==> src/rtl/ikaopll_reg_phase_rx.sv <==
// Deserialises the LSB-first Ch6/Carrier2 phase stream into a parallel word with a 1-cycle valid strobe.
// Word is valid 1 i_EMUCLK cycle after the last bit is sampled; the receiver never stalls the sender.
module ikaopll_reg_phase_rx #(
    parameter int PHASE_WIDTH = 19
) (
    input  logic                   i_EMUCLK,
    input  logic                   i_MRST,
    input  logic                   i_phi1_NCEN_n,
    input  logic                   i_SYNC,
    input  logic                   i_REG_PHASE_CH6_C2,
    output logic [PHASE_WIDTH-1:0] o_PHASE,
    output logic [9:0]             o_PHASEDATA_HI,
    output logic                   o_PHASE_VLD,
    output logic                   o_FRAME_ERR
);

    localparam int CW = $clog2(PHASE_WIDTH);
    localparam logic [CW-1:0] LAST_BIT = CW'(PHASE_WIDTH - 1);

    typedef enum logic {
        IDLE  = 1'b0,
        SHIFT = 1'b1
    } state_t;

    state_t                 r_state;
    logic [CW-1:0]          r_cnt;
    logic [PHASE_WIDTH-2:0] r_sr;
    logic [PHASE_WIDTH-1:0] r_phase;
    logic [9:0]             r_phase_hi;
    logic                   r_vld;
    logic                   r_err;

    // The final bit goes straight into the output word, so the shift register holds one bit less.
    logic [PHASE_WIDTH-1:0] w_word;
    assign w_word = {i_REG_PHASE_CH6_C2, r_sr};

    always_ff @(posedge i_EMUCLK) begin
        if (i_MRST) begin
            r_state    <= IDLE;
            r_cnt      <= '0;
            r_sr       <= '0;
            r_phase    <= '0;
            r_phase_hi <= '0;
            r_vld      <= 1'b0;
            r_err      <= 1'b0;
        end else begin
            r_vld <= 1'b0;
            if (!i_phi1_NCEN_n) begin
                case (r_state)
                    IDLE: begin
                        if (i_SYNC) begin
                            r_sr[0] <= i_REG_PHASE_CH6_C2;
                            r_cnt   <= CW'(1);
                            r_state <= SHIFT;
                        end
                    end
                    SHIFT: begin
                        if (i_SYNC) begin
                            // Early sync: flag the truncated frame and restart on this bit.
                            r_err   <= 1'b1;
                            r_sr[0] <= i_REG_PHASE_CH6_C2;
                            r_cnt   <= CW'(1);
                        end else if (r_cnt == LAST_BIT) begin
                            r_phase    <= w_word;
                            r_phase_hi <= w_word[PHASE_WIDTH-1 -: 10];
                            r_vld      <= 1'b1;
                            r_err      <= 1'b0;
                            r_cnt      <= '0;
                            r_state    <= IDLE;
                        end else begin
                            r_sr[r_cnt] <= i_REG_PHASE_CH6_C2;
                            r_cnt       <= r_cnt + CW'(1);
                        end
                    end
                    default: r_state <= IDLE;
                endcase
            end
        end
    end

    assign o_PHASE        = r_phase;
    assign o_PHASEDATA_HI = r_phase_hi;
    assign o_PHASE_VLD    = r_vld;
    assign o_FRAME_ERR    = r_err;

endmodule

==> config.mk <==
export PLATFORM = sky130hd
export DESIGN_NAME = ikaopll_reg_phase_rx
export DESIGN_NICKNAME = d
export VERILOG_FILES = /design/src/rtl/ikaopll_reg_phase_rx.sv
export SDC_FILE = /design/constraint.sdc
export NUM_CORES = 1
export LEC_CHECK = 0
export CAP_MARGIN = 20
export CORE_UTILIZATION = 50
export CTS_BUF_LIST = sky130_fd_sc_hd__clkbuf_4 sky130_fd_sc_hd__clkbuf_8
export CTS_CLUSTER_DIAMETER = 60
export DETAILED_ROUTE_END_ITERATION = 10
export GPL_ROUTABILITY_DRIVEN = 0
export PLACE_DENSITY = 0.76
export SLEW_MARGIN = 20
export SYNTH_ARGS = -nofsm -noshare
export SYNTH_HDL_FRONTEND = slang
export SYNTH_SLANG_ARGS = --single-unit
==> constraint.sdc <==
create_clock -name i_EMUCLK -period 2.3 [get_ports i_EMUCLK]
set_input_delay 0.69 -clock i_EMUCLK [delete_from_list [all_inputs] [get_ports i_EMUCLK]]
set_output_delay 0.69 -clock i_EMUCLK [all_outputs]
set_load 0.02 [all_outputs]
Word level (Yosys, flattened, before mapping):

Index checks and enable logic that the tools add are counted.

* order comparisons: 2
* reduce and logical (&&, ||, !) cells: 8
* bitwise gates (word level): 4
* add/sub/neg operators: 1
* multiply operators: 0
* div/mod/pow operators: 0
* eq/ne operators: 3
* shift-type cells: 0
* mux-type cells: 18

Operators by type and width (count)
* $bwmux 18: 1
* $mux 5: 3
* $mux 1: 10
* $pmux 5 s2: 1
* $reduce_and 4->1: 2
* $lt 5x6->1 const B: 1
* $reduce_and 3->1: 2
* $add 5x1->5 const B: 1
* $demux 1 s5: 1
* $eq 5x5->1 const B: 1
* $ge 5x1->1 const B: 1
* $not 1->1: 4
* $pmux 1 s2: 2
* $reduce_or 4->1: 1
* $ne 3x3->1 const B: 1
* $ne 2x2->1 const B: 1
* $reduce_and 2->1: 1
* $reduce_bool 2->1: 1
* $logic_and 1x1->1: 1

* memories: 0
* register bits after elaboration: 55
* latch bits: 0
* memory bits (writable): 0
* memory bits (read-only): 0
* word-level logic and storage cells: 44

Longest topological paths before layout:

* depth in word-level cells: 8
* depth in mapped cells: 8
* depth with buffers taken out: 5

Least setup slack after synthesis:

No wires, ideal clock.

* kind: input-to-reg
* from: in i_SYNC
* to: reg r_sr[13]
* cell stages on the path: 4
* path buffers: 1
* arrival time: 1537 ps
* setup slack: 630 ps
* path through: buf_2 > or3b_4 > o31ai_1 > a21oi_1

* word-level cells in the longest chain between the ends: 2

RTL lines
* from (decl): RTL line 9 `input logic i_SYNC,`
* $not 1->1 (no line)
* $reduce_and 4->1 (no line)
* to (signal, indexed assignment): RTL line 71 `r_sr[r_cnt] <= i_REG_PHASE_CH6_C2;`
* to (decl): RTL line 27 `logic [PHASE_WIDTH-2:0] r_sr;`

Every way passes these cells.
A chain may end at the register's enable or synchronous reset.

Worst setup path in the final report:

* from: reg r_phase[12], in the netlist o_PHASE[12]
* to: out o_PHASE[12]

RTL lines
* from (decl): RTL line 28 `logic [PHASE_WIDTH-1:0] r_phase;`
* from (signal assigned): RTL line 64 `r_phase <= w_word;`
* to (decl): RTL line 11 `output logic [PHASE_WIDTH-1:0] o_PHASE,`

No word-level cell between the ends.

==> flow_metrics.tcl <==
set metrics [dict create \
    vias_in_the_first_global_route 1617 \
    power.switching_uw 310 \
    synth.ff_latch_count 45 \
    critPathKind "flip-flop to output port" \
    cpMaxStageDelayCell "sky130_fd_sc_hd__clkdlybuf4s50_1" \
    die_height_um 68.2 \
    cts.reportedPaths.clkPinSlew_ns 0.08 \
    sequential_cell_area_um2 901 \
    drt-total-wl_um 4640 \
    worstPathArrival_ns 1.27 \
    timing.critical_path.from_type "flip-flop" \
    yosys.cell_types.count 39 \
    placed_cell_area_mm2 0.00252 \
    synth-edff-count 0 \
    postSynthAreaPerCell_um2 8.68 \
    path_buf_inv 1 \
    route.detailed.drc 0 \
    crit_path_cell_chain "clkdlybuf4s50_1" \
    cts_post_setup_buffers_inserted 0 \
    grt_first_pass_wirelength_um 7720 \
    cts_inserted_buffers 5 \
    synth_top_cell_area_share 0.412 \
    clk_latency_ns 0.29 \
    htreeDepth 2 \
    core_mm2 0.00409 \
    whs_path_depth 2 \
    maxSlewViolCount 0 \
    multi_input_logic_area_mm2 0.00105 \
    crit_path_end_kind "output port" \
    ys_async_sr_fraction 0 \
    synth.area.top_cells "sky130_fd_sc_hd__dfxtp_1 (41%), sky130_fd_sc_hd__a21oi_1 (7.5%), sky130_fd_sc_hd__nand3_1 (6.4%)" \
    critPathMaxFanout 3 \
    first_iter_violations 163 \
    cp_top_family "buffers and inverters" \
    timing.max_cap.violations 0 \
    initial_antenna_violation_count 0 \
    post-route-min-period_ns 1.96 \
    insertedDiodeCount 0 \
    syn_inst 252 \
    p_seq_frac 0.593 \
    n_fill_cell 383 \
    firstDrtPassIters 4 \
    synth_ff_type "sky130_fd_sc_hd__dfxtp_1" \
    finalHoldViolations 0 \
    seq_area_frac_synth 0.412 \
    viasPerCell 5.66 \
    dp_slack_ns 0.132 \
    route.detailed.wl_per_inst_um 14.3 \
    finalCritPeriodShare 0.852 \
    finish.net_count 285 \
    max-slew-margin-rel 0.621 \
    leakagePower_uw 0.000903 \
    area_growth_pct 18.6 \
    worst_path_largest_cell_delay_ns 0.62 \
    tns_ns 0 \
    final-setup-viol-count 0 \
    clock.fmax_mhz 510 \
    synth.most_common_cell "sky130_fd_sc_hd__dfxtp_1" \
    clock-root-buffer "sky130_fd_sc_hd__clkbuf_8" \
    synth_largest_area_cell "sky130_fd_sc_hd__dfxtp_1" \
    design_area_mm2 0.00259 \
    skew_ns 0.00330 \
    critical_path_required_ns 1.61 \
    sw_frac_of_total 0.233 \
    worst_ir_drop_vdd_mv 0.368 \
    rows 23 \
    residual_antenna_violating_net_count_after_detailed_routing 0 \
    buffer_ports.inserted 35 \
    fin_hold_ws_ns 0.469 \
    internal_power_uw 1020 \
    cellPowerDensity_mw_per_mm2 513 \
    overflow 0 \
    detailedPlacementHpwl_um 3110 \
    synthesis.area_mm2 0.00219 \
    grt_setup_unrepaired "no" \
    groute.usage.overall 0.225 \
    io_pins 36 \
    run_status "finished, final reports clean" \
    die_area_mm2 0.00465 \
    initial_core_util 0.536 \
    via_count 1841 \
    yosys_warnings 0 \
    clockPowerShare 0.338 \
    clock_tree_from_tritoncts "yes" \
    power_frac_comb 0.069 \
    setup_slack_ns 0.340 \
    syn_nets 261 \
    max_slew.worst_pin.slew_ns 0.567 \
    ctsHoldBuffers 0 \
    cts-root-to-sink-buffers 2 \
    post_route_cells_drive_above_1_share 0.102 \
    tightest_hold_check_type "flip-flop to flip-flop" \
    cts_num_sinks 45 \
    crit_cells 1 \
    reg2regPathDepth 4 \
    yosys-top-cells-count "sky130_fd_sc_hd__dfxtp_1 (45), sky130_fd_sc_hd__a21oi_1 (33), sky130_fd_sc_hd__nand3_1 (28)" \
    maximum_number_of_pins_on_one_net_before_global_route_repair 27 \
    x_dimension_of_the_die_um 68.2 \
    ctsResizeCount 0 \
]
[power groups by stage]
stage	Combinational (uW)	Clock, uW	Sequential (uW)
2_1_floorplan	62.6	0	806
3_3_place_gp	89.4	0	808
3_5_place_dp	90.6	0	808
4_1_cts	91.8	463	789
5_1_grt	100	495	791
6_report	91.3	450	790
[stage by stage]
stage	util	total power (uW)	std cells
final	0.635	1330	325
after CTS	0.635	1340	325
after global placement	0.617	897	319
after global routing	0.635	1390	325
after detailed placement	0.617	899	319
after floorplan	-	868	252
[cell usage in the layout, fill, tap and decap left out, types with 2 or more instances in the layout]
master                            instances
sky130_fd_sc_hd__mux2i_1                 10
sky130_fd_sc_hd__nor3_1                   2
sky130_fd_sc_hd__buf_4                   17
sky130_fd_sc_hd__nor3b_2                  2
sky130_fd_sc_hd__nand3_1                 28
sky130_fd_sc_hd__and4bb_1                 3
sky130_fd_sc_hd__nor2_1                   4
sky130_fd_sc_hd__nand4bb_1                2
sky130_fd_sc_hd__a21oi_1                 33
sky130_fd_sc_hd__dfxtp_1                 45
sky130_fd_sc_hd__clkdlybuf4s50_1         35
sky130_fd_sc_hd__o21ai_1                 19
sky130_fd_sc_hd__inv_1                    8
sky130_fd_sc_hd__nor2b_1                  6
sky130_fd_sc_hd__nand4_1                  9
sky130_fd_sc_hd__o31ai_1                  5
sky130_fd_sc_hd__o21ai_0                  2
sky130_fd_sc_hd__a32oi_1                  2
sky130_fd_sc_hd__nand2b_1                12
sky130_fd_sc_hd__a31o_1                   3
sky130_fd_sc_hd__ha_1                     4
sky130_fd_sc_hd__nand2_1                  5
sky130_fd_sc_hd__clkbuf_8                 5
[flip-flops by register name, summed over array words and instances, names as in the netlist]
register     count
o_PHASE         19
r_sr            18
r_cnt            5
o_FRAME_ERR      1
o_PHASE_VLD      1
r_state          1
[layer usage]
layer  wire, um  vias up  part of all wire  GRT usage
li1           -      932                 -          -
met1       2190      857              0.47      0.289
met2       2200       46              0.47      0.373
met3        202        6             0.044     0.0550
met4         46        0            0.0099     0.0625
met5          0        -                 0          0
[cell type report]
type | instances | area share
flip-flops and latches | 45 | 0.347
multi-input cells | 164 | 0.405
clock buffers | 5 | 0.0265
repair buffers | 52 | 0.184
inverters | 8 | 0.0116
well taps | 50 | 0.0241
clock inverters | 1 | 0.00193
[path summary, 6_finish.rpt]
path	to	slack, ns	start
setup / recovery	o_PHASE[12]	0.34	o_PHASE[12]
hold reg to reg	o_PHASE[3]	0.47	r_sr[3]
hold / removal	o_PHASE[3]	0.47	r_sr[3]
setup reg to reg	r_sr[8]	0.67	r_cnt[3]
[cells by family after synthesis]
kind of cell    Yosys count  synth area share
compound gates           69             0.179
xor+xnor                  1           0.00400
buf+inv                  43             0.109
simple gates             80             0.228
fa+ha+maj                 4            0.0229
flops                    45             0.412
mux                      10            0.0457
(Power assumes the default switching activity.)
